File: src/rtl/trim_pkg.sv
// Shared constants for the bandgap trim SAR controller: FSM state codes,
// default geometry and serial-line idle levels used by display/readback logic.
package trim_pkg;

    localparam int unsigned TRIM_WIDTH       = 12;
    localparam int unsigned TRIM_CLK_DIV     = 25;
    localparam int unsigned TRIM_SETTLE      = 1000;
    localparam int unsigned TRIM_FILTER_TAPS = 3;

    localparam logic TRIM_DOUT_IDLE  = 1'b0;
    localparam logic TRIM_ENCLK_IDLE = 1'b0;

    localparam int unsigned STATE_W = 3;
    localparam logic [2:0] ST_IDLE   = 3'd0;
    localparam logic [2:0] ST_LOAD   = 3'd1;
    localparam logic [2:0] ST_SHIFT  = 3'd2;
    localparam logic [2:0] ST_SETTLE = 3'd3;
    localparam logic [2:0] ST_DECIDE = 3'd4;
    localparam logic [2:0] ST_FINAL  = 3'd5;
    localparam logic [2:0] ST_DONE   = 3'd6;

    function automatic logic maj3(input logic [2:0] v);
        return (v[0] & v[1]) | (v[0] & v[2]) | (v[1] & v[2]);
    endfunction

endpackage

File: src/rtl/trim_sar_ctrl_if.sv
// Handshake, comparator and trim-register serial lines of trim_sar_ctrl.
interface trim_sar_ctrl_if
    import trim_pkg::*;
#(
    parameter int unsigned WIDTH = TRIM_WIDTH
);
    logic             START;
    logic             MAN_LD;
    logic [WIDTH-1:0] MAN_CODE;
    logic             CMP;
    logic             DOUT;
    logic             ENCLK;
    logic [WIDTH-1:0] CODE;
    logic             BUSY;
    logic             DONE;

    modport master (
        output START, MAN_LD, MAN_CODE, CMP,
        input  DOUT, ENCLK, CODE, BUSY, DONE
    );

    modport slave (
        input  START, MAN_LD, MAN_CODE, CMP,
        output DOUT, ENCLK, CODE, BUSY, DONE
    );
endinterface

File: src/rtl/trim_ser_tx.sv
// Trim-register frame serialiser: LSB-first DOUT, ENCLK low then high per bit,
// frame_done_c flags the last cycle of the final bit.
module trim_ser_tx
    import trim_pkg::*;
#(
    parameter int unsigned WIDTH   = TRIM_WIDTH,
    parameter int unsigned CLK_DIV = TRIM_CLK_DIV
) (
    input  logic             CLK50,
    input  logic             RST,
    input  logic             load,
    input  logic [WIDTH-1:0] code,
    output logic             dout,
    output logic             enclk,
    output logic             frame_done_c
);
    localparam int unsigned BIT_CYC = 2 * CLK_DIV;
    localparam int unsigned PH_W    = (BIT_CYC > 1) ? $clog2(BIT_CYC) : 1;
    localparam int unsigned IDX_W   = (WIDTH > 1) ? $clog2(WIDTH) : 1;

    logic             active;
    logic [WIDTH-1:0] shreg;
    logic [PH_W-1:0]  phase;
    logic [IDX_W-1:0] bit_idx;
    logic             bit_end_c;

    assign bit_end_c    = active && (phase == PH_W'(BIT_CYC - 1));
    assign frame_done_c = bit_end_c && (bit_idx == IDX_W'(WIDTH - 1));

    // DOUT is presented for the whole bit; ENCLK rises halfway through it
    always_ff @(posedge CLK50) begin
        if (RST) begin
            active  <= 1'b0;
            shreg   <= '0;
            phase   <= '0;
            bit_idx <= '0;
            dout    <= TRIM_DOUT_IDLE;
            enclk   <= TRIM_ENCLK_IDLE;
        end else if (load) begin
            active  <= 1'b1;
            shreg   <= code;
            phase   <= '0;
            bit_idx <= '0;
            dout    <= code[0];
            enclk   <= 1'b0;
        end else if (active) begin
            if (bit_end_c) begin
                phase <= '0;
                enclk <= 1'b0;
                if (frame_done_c) begin
                    active <= 1'b0;
                    dout   <= TRIM_DOUT_IDLE;
                end else begin
                    shreg   <= shreg >> 1;
                    bit_idx <= bit_idx + 1'b1;
                    dout    <= shreg[1];
                end
            end else begin
                phase <= phase + 1'b1;
                if (phase == PH_W'(CLK_DIV - 1)) begin
                    enclk <= 1'b1;
                end
            end
        end
    end

endmodule

File: src/rtl/trim_sar_ctrl.sv
// Successive-approximation bandgap trim controller with manual frame load.
// Define TRIM_SAR_CMP_FILTER_EN to decide on a 3-sample majority of CMP.
module trim_sar_ctrl
    import trim_pkg::*;
#(
    parameter int unsigned WIDTH   = TRIM_WIDTH,
    parameter int unsigned CLK_DIV = TRIM_CLK_DIV,
    parameter int unsigned SETTLE  = TRIM_SETTLE
) (
    input  logic            CLK50,
    input  logic            RST,
    trim_sar_ctrl_if.slave  bus
);
    localparam int unsigned IDX_W = (WIDTH > 1) ? $clog2(WIDTH) : 1;
    localparam int unsigned CNT_W = $clog2(SETTLE);
`ifdef TRIM_SAR_CMP_FILTER_EN
    localparam int unsigned HIST_W = TRIM_FILTER_TAPS;
`else
    localparam int unsigned HIST_W = 1;
`endif

    logic [STATE_W-1:0] state_q;
    logic [STATE_W-1:0] state_n;
    logic [WIDTH-1:0]   result;
    logic [WIDTH-1:0]   man_code_q;
    logic [WIDTH-1:0]   frame_q;
    logic [WIDTH-1:0]   code_q;
    logic [IDX_W-1:0]   bit_i;
    logic [CNT_W-1:0]   settle_cnt;
    logic [HIST_W-1:0]  hist;
    logic               manual_q;
    logic               final_q;
    logic               busy_q;
    logic               done_q;
    logic               cmp_s1;
    logic               cmp_s2;

    logic               start_c;
    logic               man_c;
    logic               load_c;
    logic               dec_c;
    logic               frame_done_c;
    logic [WIDTH-1:0]   onehot_c;
    logic [WIDTH-1:0]   frame_code_c;

    assign onehot_c = WIDTH'(1) << bit_i;

`ifdef TRIM_SAR_CMP_FILTER_EN
    assign dec_c = maj3(hist);
`else
    assign dec_c = hist[0];
`endif

    always_comb begin
        if (state_q == ST_FINAL) begin
            frame_code_c = result;
        end else if (manual_q) begin
            frame_code_c = man_code_q;
        end else begin
            frame_code_c = result | onehot_c;
        end
    end

    always_ff @(posedge CLK50) begin
        if (RST) begin
            state_q <= ST_IDLE;
        end else begin
            state_q <= state_n;
        end
    end

    // START wins over MAN_LD; both are only looked at while idle
    always_comb begin
        state_n = state_q;
        start_c = 1'b0;
        man_c   = 1'b0;
        load_c  = 1'b0;
        case (state_q)
            ST_IDLE, ST_DONE: begin
                if (bus.START) begin
                    start_c = 1'b1;
                    state_n = ST_LOAD;
                end else if (bus.MAN_LD) begin
                    man_c   = 1'b1;
                    state_n = ST_LOAD;
                end
            end
            ST_LOAD, ST_FINAL: begin
                load_c  = 1'b1;
                state_n = ST_SHIFT;
            end
            ST_SHIFT: begin
                if (frame_done_c) begin
                    if (manual_q) begin
                        state_n = ST_IDLE;
                    end else if (final_q) begin
                        state_n = ST_DONE;
                    end else begin
                        state_n = ST_SETTLE;
                    end
                end
            end
            ST_SETTLE: begin
                if (settle_cnt == CNT_W'(SETTLE - 1)) begin
                    state_n = ST_DECIDE;
                end
            end
            ST_DECIDE: begin
                state_n = (bit_i == '0) ? ST_FINAL : ST_LOAD;
            end
            default: state_n = ST_IDLE;
        endcase
    end

    always_ff @(posedge CLK50) begin
        if (RST) begin
            result     <= '0;
            man_code_q <= '0;
            frame_q    <= '0;
            code_q     <= '0;
            bit_i      <= IDX_W'(WIDTH - 1);
            settle_cnt <= '0;
            hist       <= '0;
            manual_q   <= 1'b0;
            final_q    <= 1'b0;
            busy_q     <= 1'b0;
            done_q     <= 1'b0;
            cmp_s1     <= 1'b0;
            cmp_s2     <= 1'b0;
        end else begin
            cmp_s1 <= bus.CMP;
            cmp_s2 <= cmp_s1;
            busy_q <= !((state_n == ST_IDLE) || (state_n == ST_DONE));
            done_q <= (state_n == ST_DONE);
            if (start_c) begin
                result   <= '0;
                bit_i    <= IDX_W'(WIDTH - 1);
                manual_q <= 1'b0;
                final_q  <= 1'b0;
            end
            if (man_c) begin
                man_code_q <= bus.MAN_CODE;
                manual_q   <= 1'b1;
                final_q    <= 1'b0;
            end
            if (load_c) begin
                frame_q <= frame_code_c;
                final_q <= (state_q == ST_FINAL);
            end
            if ((state_q == ST_SHIFT) && frame_done_c) begin
                code_q     <= frame_q;
                settle_cnt <= '0;
            end
            // synchronised CMP history; the tail end of SETTLE feeds the decision
            if (state_q == ST_SETTLE) begin
                settle_cnt <= settle_cnt + 1'b1;
                hist       <= HIST_W'({hist, cmp_s2});
            end
            if (state_q == ST_DECIDE) begin
                result <= dec_c ? (frame_q & ~onehot_c) : frame_q;
                if (bit_i != '0) begin
                    bit_i <= bit_i - 1'b1;
                end
            end
        end
    end

    trim_ser_tx #(
        .WIDTH   (WIDTH),
        .CLK_DIV (CLK_DIV)
    ) u_ser_tx (
        .CLK50        (CLK50),
        .RST          (RST),
        .load         (load_c),
        .code         (frame_code_c),
        .dout         (bus.DOUT),
        .enclk        (bus.ENCLK),
        .frame_done_c (frame_done_c)
    );

    assign bus.CODE = code_q;
    assign bus.BUSY = busy_q;
    assign bus.DONE = done_q;

endmodule

File: src/flat_wrapper.sv
// flat-port wrapper written by rule: the top's interface ports become plain ports
module trim_sar_ctrl_flat import trim_pkg::*;
#(
    parameter int unsigned WIDTH   = TRIM_WIDTH,
    parameter int unsigned CLK_DIV = TRIM_CLK_DIV,
    parameter int unsigned SETTLE  = TRIM_SETTLE
)
  (CLK50, RST, bus_START, bus_MAN_LD, bus_MAN_CODE, bus_CMP, bus_DOUT, bus_ENCLK, bus_CODE, bus_BUSY, bus_DONE);
  trim_sar_ctrl_if #(.WIDTH(WIDTH)) bus_i ();
  input  logic CLK50;
  input  logic RST;
  input wire logic [$bits(bus_i.START)-1:0] bus_START;
  input wire logic [$bits(bus_i.MAN_LD)-1:0] bus_MAN_LD;
  input wire logic [$bits(bus_i.MAN_CODE)-1:0] bus_MAN_CODE;
  input wire logic [$bits(bus_i.CMP)-1:0] bus_CMP;
  output wire logic [$bits(bus_i.DOUT)-1:0] bus_DOUT;
  output wire logic [$bits(bus_i.ENCLK)-1:0] bus_ENCLK;
  output wire logic [$bits(bus_i.CODE)-1:0] bus_CODE;
  output wire logic [$bits(bus_i.BUSY)-1:0] bus_BUSY;
  output wire logic [$bits(bus_i.DONE)-1:0] bus_DONE;
  assign bus_i.START = bus_START;
  assign bus_i.MAN_LD = bus_MAN_LD;
  assign bus_i.MAN_CODE = bus_MAN_CODE;
  assign bus_i.CMP = bus_CMP;
  assign bus_DOUT = bus_i.DOUT;
  assign bus_ENCLK = bus_i.ENCLK;
  assign bus_CODE = bus_i.CODE;
  assign bus_BUSY = bus_i.BUSY;
  assign bus_DONE = bus_i.DONE;
  trim_sar_ctrl #(.WIDTH(WIDTH), .CLK_DIV(CLK_DIV), .SETTLE(SETTLE)) u_core (.CLK50(CLK50), .RST(RST), .bus(bus_i));
endmodule
File: config.mk
export PLATFORM = sky130hd
export DESIGN_NAME = trim_sar_ctrl_flat
export DESIGN_NICKNAME = d
export VERILOG_FILES = /design/src/rtl/trim_pkg.sv /design/src/rtl/trim_sar_ctrl_if.sv /design/src/rtl/trim_ser_tx.sv /design/src/rtl/trim_sar_ctrl.sv /design/src/flat_wrapper.sv
export SDC_FILE = /design/constraint.sdc
export NUM_CORES = 1
export LEC_CHECK = 0
export CAP_MARGIN = 40
export CELL_PAD_IN_SITES_DETAIL_PLACEMENT = 0
export CELL_PAD_IN_SITES_GLOBAL_PLACEMENT = 1
export CORE_MARGIN = 3
export CORE_UTILIZATION = 30
export DETAILED_ROUTE_END_ITERATION = 12
export GPL_ROUTABILITY_DRIVEN = 0
export PLACE_DENSITY = 0.68
export SYNTH_ARGS = -nofsm -noshare
export SYNTH_HDL_FRONTEND = slang
export SYNTH_SLANG_ARGS = --single-unit
export TNS_END_PERCENT = 50
File: constraint.sdc
create_clock -name CLK50 -period 2.6 [get_ports CLK50]
set_clock_uncertainty 0.2 [all_clocks]
set_input_delay 0.39 -clock CLK50 [delete_from_list [all_inputs] [get_ports CLK50]]
set_output_delay 0.39 -clock CLK50 [all_outputs]
set_load 0.1 [all_outputs]
== Word-level counts from Yosys, hierarchy flattened ==
Index checks and enable logic that the tools add are counted.

* Logic and storage cells: 107
* Register bits: 97

* Shifts and indexed selects: 1
* Eq/ne operators: 12
* Add/sub/neg operators: 4
* Reductions and logical operators: 23
* Mux-type cells: 43
* Bitwise gates (word level): 4

{| class="wikitable"
|+ Operator list
! kind !! count
|-
| 12-bit two-way mux || 9
|-
| 3-bit two-way mux || 7
|-
| 1-bit two-way mux || 20
|-
| 10-bit two-way mux || 2
|-
| 3-bit case mux with 5 select lines || 1
|-
| 12-bit bitwise AND || 1
|-
| 3-bit equality test (second input constant) || 4
|-
| 4-bit two-way mux || 3
|-
| 12-bit inverter || 1
|-
| 12-bit bitwise OR || 1
|-
| 2-bit nonzero test || 6
|-
| 1-bit by 4-bit << shifter with 12-bit output (first input constant) || 1
|-
| 10-bit by 1-bit adder with 10-bit output (second input constant) || 1
|-
| 10-bit equality test (second input constant) || 1
|-
| 6-bit by 1-bit adder with 6-bit output (second input constant) || 1
|-
| 3-bit by 2-bit equality test with 1-bit output (second input constant) || 2
|-
| 6-bit by 5-bit equality test with 1-bit output (second input constant) || 1
|-
| 6-bit equality test (second input constant) || 1
|-
| 3-bit zero test || 2
|-
| 6-bit two-way mux || 1
|-
| 3-bit AND reduction || 2
|-
| 2-bit OR reduction || 3
|-
| 4-bit by 1-bit adder with 4-bit output (second input constant) || 1
|-
| 4-bit equality test (second input constant) || 1
|-
| other kinds (11) || 14
|}

== Logic depth before layout (Yosys ltp) ==
Gate-level depths: netlist of run 1.

* Depth after elaboration: 8
* Gate-level depth with buffers: 9

== Hierarchy ==
From an unflattened synthesis of run 1, not the netlist that was laid out.

* Cells, all modules: 536
* Area, all modules: 4730.8 um2

{| class="wikitable"
|+ By module, submodules not included
! module !! cells an instance !! instances !! area an instance (um2)
|-
| trim_sar_ctrl || 398 || 1 || 3492.1
|-
| trim_ser_tx || 138 || 1 || 1238.7
|}

== Worst setup path before layout of run 1 ==
No wires, ideal clock.

* Kind: reg2reg
* Start: register u_core.u_ser_tx.phase[0]
* End: register u_core.u_ser_tx.shreg[1]
* Arrival time: 1689 ps
* Path buffers: 1
* Cell stages (with the launch flop): 8
* Period minus slack after synthesis: 1985 ps
* Setup slack: 615 ps
* Setup time: 95 ps
* Cell sequence: dfxtp_1 > ha_1 > nand4b_4 > or2_2 > nor2_4 > nor2_1 > buf_2 > a221oi_1

* Word-level cells in the longest chain between the ends: 5
* Elaborated cells between the ends (all ways): 6
* Classes of those cells: 2 x eq/ne; 4 x reduce/logical

{| class="wikitable"
|+ RTL lines
! what !! RTL line !! source
|-
| from (decl) || trim_ser_tx.sv:23 || <nowiki>logic [PH_W-1:0] phase;</nowiki>
|-
| from (signal assigned) || trim_ser_tx.sv:59 || <nowiki>phase <= phase + 1'b1;</nowiki>
|-
| 6-bit equality test * || trim_ser_tx.sv:27 || <nowiki>assign bit_end_c = active && (phase == PH_W'(BIT_CYC - 1));</nowiki>
|-
| 1-bit logical AND * || trim_ser_tx.sv:27 ||
|-
| 1-bit logical AND || trim_ser_tx.sv:28 || <nowiki>assign frame_done_c = bit_end_c && (bit_idx == IDX_W'(WIDTH - 1));</nowiki>
|-
| 2-bit by 1-bit inequality test with 1-bit output (no source line) || n/a ||
|-
| 3-bit AND reduction (no source line) * || n/a ||
|-
| to (signal assigned) || trim_ser_tx.sv:41 || <nowiki>shreg <= code;</nowiki>
|-
| to (signal assigned) || trim_ser_tx.sv:54 || <nowiki>shreg <= shreg >> 1;</nowiki>
|-
| to (decl) || trim_ser_tx.sv:22 || <nowiki>logic [WIDTH-1:0] shreg;</nowiki>
|}

Mark *: on every way between the ends. The rest lies on a longest branch, timed or not.
A chain may end at the register's enable or synchronous reset.

== Worst setup path after layout of run 1 ==
* Start: register u_core.state_q[2]
* End: register u_core.u_ser_tx.shreg[4]

* Word-level cells in the longest chain between the ends: 5
* Elaborated cells between the ends (all ways): 10
* Classes of those cells: 3 x eq/ne; 3 x mux; 4 x reduce/logical

{| class="wikitable"
|+ RTL lines
! what !! RTL line !! source
|-
| from (decl) || trim_sar_ctrl.sv:22 || <nowiki>logic [STATE_W-1:0] state_q;</nowiki>
|-
| from (signal assigned) || trim_sar_ctrl.sv:68 || <nowiki>state_q <= state_n;</nowiki>
|-
| 3-bit by 1-bit equality test with 1-bit output / 3-bit equality test (equally long branches) || trim_sar_ctrl.sv:78, trim_sar_ctrl.sv:55 ||
|-
| 2-bit OR reduction || trim_sar_ctrl.sv:78 || <nowiki>case (state_q)</nowiki>
|-
| 1-bit two-way mux || trim_sar_ctrl.sv:78 ||
|-
| 2-bit by 1-bit inequality test with 1-bit output (no source line) / 2-bit nonzero test (equally long branches) || n/a ||
|-
| 3-bit AND reduction (no source line) || n/a ||
|}

Parallel ways exist; a longest one is shown, timed or not.

==> results of run 1 <==
-- metal layers --
metal	track usage, %	up-vias
met1	20.1	1697
met4	6.25	0
li1	-	1842
met2	21.4	71
met3	2.33	14
met5	0	-
-- worst max-delay path, cell delays in order, from the launching register on --
cell	delay, ns
dfxtp_1	0.52
buf_4	0.26
nand2b_1	0.46
o221ai_1	0.30
a221oi_1	0.34
-- cell usage after synthesis (3+ instances only) --
master     n
a21oi_1   61
nand4_1    4
a221oi_1  10
o21ai_0   18
xor2_1     5
inv_1     16
nor2_1    78
clkbuf_1  25
nand2_1   54
xnor2_1    3
mux2i_1   13
nor3_1     8
buf_4      3
dfxtp_1   96
nand2b_1   5
a32oi_1   10
buf_2      6
o221ai_1  12
or2_2      5
a211oi_1   4
ha_1      10
nand3_1   23
nand3b_1   7
nor2b_1    4
-- flip-flops by register name, summed over array words and instances (netlist names), 3 cells and up --
signal / count
u_core.bus.CODE: 12
u_core.frame_q: 12
u_core.man_code_q: 12
u_core.result: 12
u_core.u_ser_tx.shreg: 11
u_core.settle_cnt: 10
u_core.u_ser_tx.phase: 6
u_core.bit_i: 4
u_core.u_ser_tx.bit_idx: 4
u_core.state_q: 3
-- cell usage in the layout, fill, tap and decap left out, types with 12 or more instances in the layout --
cell type | synthesis | final
buf_4 | 3 | 29
dfxtp_1 | 96 | 96
o221ai_1 | 12 | 12
nand2_1 | 54 | 54
nand3_1 | 23 | 23
o21ai_0 | 18 | 18
mux2i_1 | 13 | 13
inv_1 | 16 | 16
nor2_1 | 78 | 78
a21oi_1 | 61 | 61
clkdlybuf4s50_1 | 0 | 15
-- how the worst min path moves through the flow --
stage                        from       endpoint  slack, ns  depth (start not counted)
detailed placement  u_core.cmp_s1  u_core.cmp_s2       0.23                          1
finish              u_core.cmp_s2   u_core.dec_c       0.24                          2
floorplan           u_core.cmp_s1  u_core.cmp_s2       0.21                          1
global placement    u_core.cmp_s2   u_core.dec_c       0.23                          2
CTS                 u_core.cmp_s2   u_core.dec_c       0.24                          2
global route        u_core.cmp_s1  u_core.cmp_s2       0.25                          1
-- layout make-up --
class,count,area [sq um]
multi-input combinational,365,2180
inverter,16,60.1
tap,180,225
clock buffer,11,253
clock inverter,5,78.8
fill,1464,8890
sequential,96,1920
timing repair buffer,45,373
-- where the power goes --
group	internal [W]	switching (W)
logic	0.000150	0.000255
registers	0.00153	0.0000571
clock network	0.000893	0.000555
-- per-stage QoR --
step	cells	worst slack [ns]	cell area (sq um)	hold WS, ns	total power [W]
final	718	0.407	5100	0.242	0.00345
after global routing	718	0.235	5100	0.254	0.00360
after CTS	718	0.397	5100	0.244	0.00349
after detailed placement	702	0.342	4760	0.234	0.00203
after global placement	702	0.336	4760	0.225	0.00203
after floorplan	512	0.615	4320	0.214	0.00191
-- logic make-up (layout without fill, tap and decap cells) --
kind of cell | after synthesis | after routing
simple gates | 211 | 211
mux | 14 | 14
flops | 96 | 96
fa+ha+maj | 10 | 10
compound gates | 122 | 122
buf+inv | 51 | 77
xor+xnor | 8 | 8
==> impl_results.md, run 1 <==
- Final Setup Violations: 0
- WL met2: 4830 um
- Clk Tree Root Cell: clkbuf_16
- DR vias: 3624
- Worst setup SP type: flip-flop
- Relative slew slack: 55.2%
- Post-synthesis async set-or-reset flop share: 0%
- Crit Path Class: flip-flop to flip-flop
- FF-to-FF setup slack: 0.41 ns
- Power density cells: 676 nW/um^2
- Routed Antenna Nets: 0
- Post-CTS Setup Inserts: 0
- Clk sink count: 96
- Peak supply drop: 0.313 mV
- Total of max-cap violations: 0
- Mux cell area share after synthesis: 3.27%
- Final Cycle Share: 84.4%
- Setup crit start: u_core.state_q[2]
- GRT overflow: 0
- Die width: 126 um
- Crit path DAT: 2.24 ns
- Clock Latency Late Sink: 0.34 ns
- Pleak: 1.88 nW
- Yosys warnings: 0
- Vias in the first global route: 3565
- Total track usage: 14.2%
- Worst setup endpoint: u_core.u_ser_tx.shreg[4]
- Vias/cell: 5.05
- Layout area overhead: 17.9%
- I/O Pins: 33
- Final wirelength: 10800 um
- CTS H-tree lvls: 3
- Max layer used: met4
- Worst R2R End: u_core.u_ser_tx.shreg[4]
- Hold-fix buffers, CTS: 0
- Met3 Wirelength: 350 um
- IO Port Bufs: 32
- Library cells used by synthesis: 50
- TritonCTS clock tree: yes
- RSZ-0062 raised after global routing: no
- Drt drc: 0
- Worst r2r src: u_core.state_q[2]
- Die Y: 126 um
- Largest area contributor in the netlist: dfxtp_1
- Detailed-placement wirelength estimate: 7670 um
- Synth Area in Simple Gates: 24.7%
- Hold Violations, Final: 0
- Synth top area share: 44.4%
- CTS Buffer Depth: 2
- Core ar.: 14000 sq um
- Drt first pass iters: 5
- Cell Rows: 43
- Initial antenna violation count: 0
- Initial drt markers: 192
- Number of flops mapped to enable cells by yosys: 0
- Fin Setup TNS: 0 ns
- Wl on met1: 5430 um
- Final Util: 36.4%
- Largest net degree at the start of global routing: 31
- Adder-cell share of the synthesized area: 2.89%
- Worst Hold Class: flip-flop to flip-flop
- Min Tclk post-route: 2.19 ns
- Layout cells sized above 1: 12.1%
- Reg2reg path depth: 4
- Mapped Area: 4320 sq um
- Least-Margin Pin Slew: 0.669 ns
- Die Footprint: 15900 sq um
- Post-CTS Resized: 0
- CP Max Fanout: 13
- Total CTS buffers: 9
- First-pass GRT wire length: 18400 um
- CTS clk-pin slew, worst paths: 0.06 ns
- Drt wl/cell: 15.1 um
- Main synth FF type: dfxtp_1
- Sequential share of the synthesized area: 44.4%
- Nets@finish: 560
- Post-synthesis xor/xnor area fraction: 1.62%
- FF+latch count, synth: 96
- Post-synth net total: 539
- Slew Limit Fails: 0
- Area contributors post-synth: dfxtp_1, a21oi_1, nor2_1
- CP endpoint kind: flip-flop
- Effective utilization at floorplan: 30.9%
- Synth Area in Compound Gates: 18.0%
- Syn Inst Count: 512
- ANT cells: 0
- Max Fclk: 456 MHz
- Status: complete, no violations
- Largest family of logic cells by synthesized area: simple AND/OR/NAND/NOR gates
- Syn_area_per_cell: 8.45 sq um
- CP Data Required Time: 2.64 ns
Note: power is estimated with default switching activity, not from simulation.
==> run 2: changes to the inputs <==
==> constraint.sdc (replaced) <==
create_clock -name CLK50 -period 2.27 [get_ports CLK50]
set_clock_uncertainty 0.2 [all_clocks]
set_input_delay 0.3405 -clock CLK50 [delete_from_list [all_inputs] [get_ports CLK50]]
set_output_delay 0.3405 -clock CLK50 [all_outputs]
set_load 0.1 [all_outputs]
==> impl_results.md, run 2 (synthesis results as in run 1) <==
- Final Util: 36.9% (+0.51 points)
- Critical Path, Cell by Cell: ha_1 > nand2_1 > nor4_4 > nor2_1 > a2111oi_4 > xnor2_1 > a21oi_1
- Sequential power share: 49.0% (+2.8 points)
- Worst r2r src: u_core.settle_cnt[0]
- Setup crit start: u_core.settle_cnt[0]
- Die width: 126 um (unchanged)
- RSZ-0062 raised after global routing: no
- Nets@finish: 576 (+2.9%)
- Drt drc: 0 (unchanged)
- Total CTS buffers: 9 (unchanged)
- ANT cells: 0 (unchanged)
- Drt wl/cell: 15.2 um (+0.37%)
- I/O Pins: 33 (unchanged)
- Final Cycle Share: 94.3% (+9.9 points)
- Hold Violations, Final: 0 (unchanged)
- Die Footprint: 15900 sq um (unchanged)
- Status: complete, no violations
- Clk sink count: 96 (unchanged)
- Switching part of the total: 27.2% (+2.0 points)
- GRT overflow: 0 (unchanged)
- Least-Margin Pin Slew: 0.504 ns (-0.164 ns)
- Total of max-cap violations: 0 (unchanged)
- Core ar.: 14000 sq um (unchanged)
- Most frequent cells in the layout: dfxtp_1, nor2_1, a21oi_1
- Initial drt markers: 291 (+52%)
- Power density cells: 717 nW/um^2 (+6.1%)
- Worst stage delay on the critical path: 0.39 ns (-0.13 ns)
- Total power of the final layout: 0.00371 W (+7.6%)
- Min Tclk post-route: 2.14 ns (-0.0530 ns)
- Internal power: 0.00270 W (+4.7%)
- Final Setup Violations: 0 (unchanged)
- CTS clk-pin slew, worst paths: 0.07 ns (about the same)
- Total track usage: 14.2% (-0.044 points)
- Worst setup SP type: flip-flop
- Reg2reg path depth: 7 (+3)
- CTS H-tree lvls: 3 (unchanged)
- P_sw: 0.00101 W (+16%)
- First-pass GRT wire length: 18100 um (-1.7%)
- IO Port Bufs: 32 (unchanged)
- Routed Antenna Nets: 0 (unchanged)
- CP Max Fanout: 5 (-8)
- Pleak: 1.92 nW (+2.2%)
- Initial antenna violation count: 0 (unchanged)
- Crit path DAT: 2.17 ns (-0.07 ns)
- CTS Buffer Depth: 2 (unchanged)
- Relative slew slack: 66.3% (+11 points)
- Fin Setup TNS: 0 ns (unchanged)
- Crit Path Class: flip-flop to flip-flop
- Worst Hold Class: input port to flip-flop
- Combinational power share: 13.6% (+1.8 points)
- Layout area overhead: 19.5%
- Final wirelength: 11100 um (+2.6%)
- Vias/cell: 5.04 (about the same)
- Drt first pass iters: 5 (unchanged)
- Cell Rows: 43 (unchanged)
- Die Y: 126 um (unchanged)
- DR vias: 3703 (+2.2%)
- Clock power share: 37.4% (-4.6 points)
- Detailed-placement wirelength estimate: 7870 um (+2.6%)
- Most common cell after layout, fill and taps aside: dfxtp_1
- Final WS setup: 0.130 ns (-0.277 ns)
- Layout cells sized above 1: 14.6% (+2.5 points)
- TritonCTS clock tree: yes
- WHS Path Cells: 2 (unchanged)
- Post-CTS Setup Inserts: 0 (unchanged)
- Vias in the first global route: 3462 (-2.9%)
- Clock Latency Late Sink: 0.35 ns (about the same)
- CP endpoint kind: flip-flop
- Max Fclk: 467 MHz (+2.5%)
- Largest net degree at the start of global routing: 33 (+6.5%)
- Clk Tree Root Cell: clkbuf_16
- Peak supply drop: 0.351 mV (+12%)
- CP max stage cell: dfxtp_1
- Effective utilization at floorplan: 30.9% (unchanged)
- CP Data Required Time: 2.30 ns (-0.34 ns)
- Post-Place Worst Slack: 0.122 ns (-0.220 ns)
- Slew Limit Fails: 0 (unchanged)
- Hold path start: RST
-- run 2: worst paths after layout --
path	endpoint	slack, ns
max	u_core.bus.BUSY	0.13
min	u_core.bit_i[2]	0.11
max reg2reg	u_core.bus.BUSY	0.13
min reg2reg	u_core.dec_c	0.24
-- run 2: area by class of cell --
| cell class | instances | area (sq um) |
|---|---|---|
| fill | 1426 | 8820 |
| clock buffer | 11 | 233 |
| tap | 180 | 225 |
| inverter | 16 | 60.1 |
| sequential | 96 | 1920 |
| timing repair buffer | 61 | 505 |
| multi-input combinational | 365 | 2190 |
| clock inverter | 5 | 33.8 |
-- run 2: power by group through the flow --
stage / combinational [W] / sequential, W / clock, W
5_1_grt: 0.000555 / 0.00183 / 0.00149
6_report: 0.000502 / 0.00182 / 0.00139
3_5_place_dp: 0.000503 / 0.00186 / 0
3_3_place_gp: 0.000503 / 0.00185 / 0
4_1_cts: 0.000505 / 0.00182 / 0.00143
2_1_floorplan: 0.000321 / 0.00186 / 0
-- run 2: what timing repair did --
item	in CTS	in global routing
setup endpoints to repair	0	12
resized for setup	0	2
hold buffers	0	0
-- run 2: metrics by stage --
step	hold slack, ns	std cells	area [sq um]
finish	0.108	734	5170
global route	0.125	734	5170
CTS	0.0843	734	5160
detailed placement	0.226	718	4900
global placement	0.218	718	4900
floorplan	0.214	512	4320
-- run 2: layer usage --
metal	global-route usage, %	up-vias	wire length [um]
li1	-	1878	-
met1	19.8	1738	5550
met2	21.7	75	4890
met3	2.29	12	469
met4	6.12	0	217
met5	0	-	0
-- run 2: worst max-delay path: cells and delay by family, from the launching register on --
kind            cells  cell delay (ns)
compound gates      2             0.45
xor+xnor            1             0.17
fa+ha+maj           1             0.24
flops               1             0.39
simple gates        3             0.58
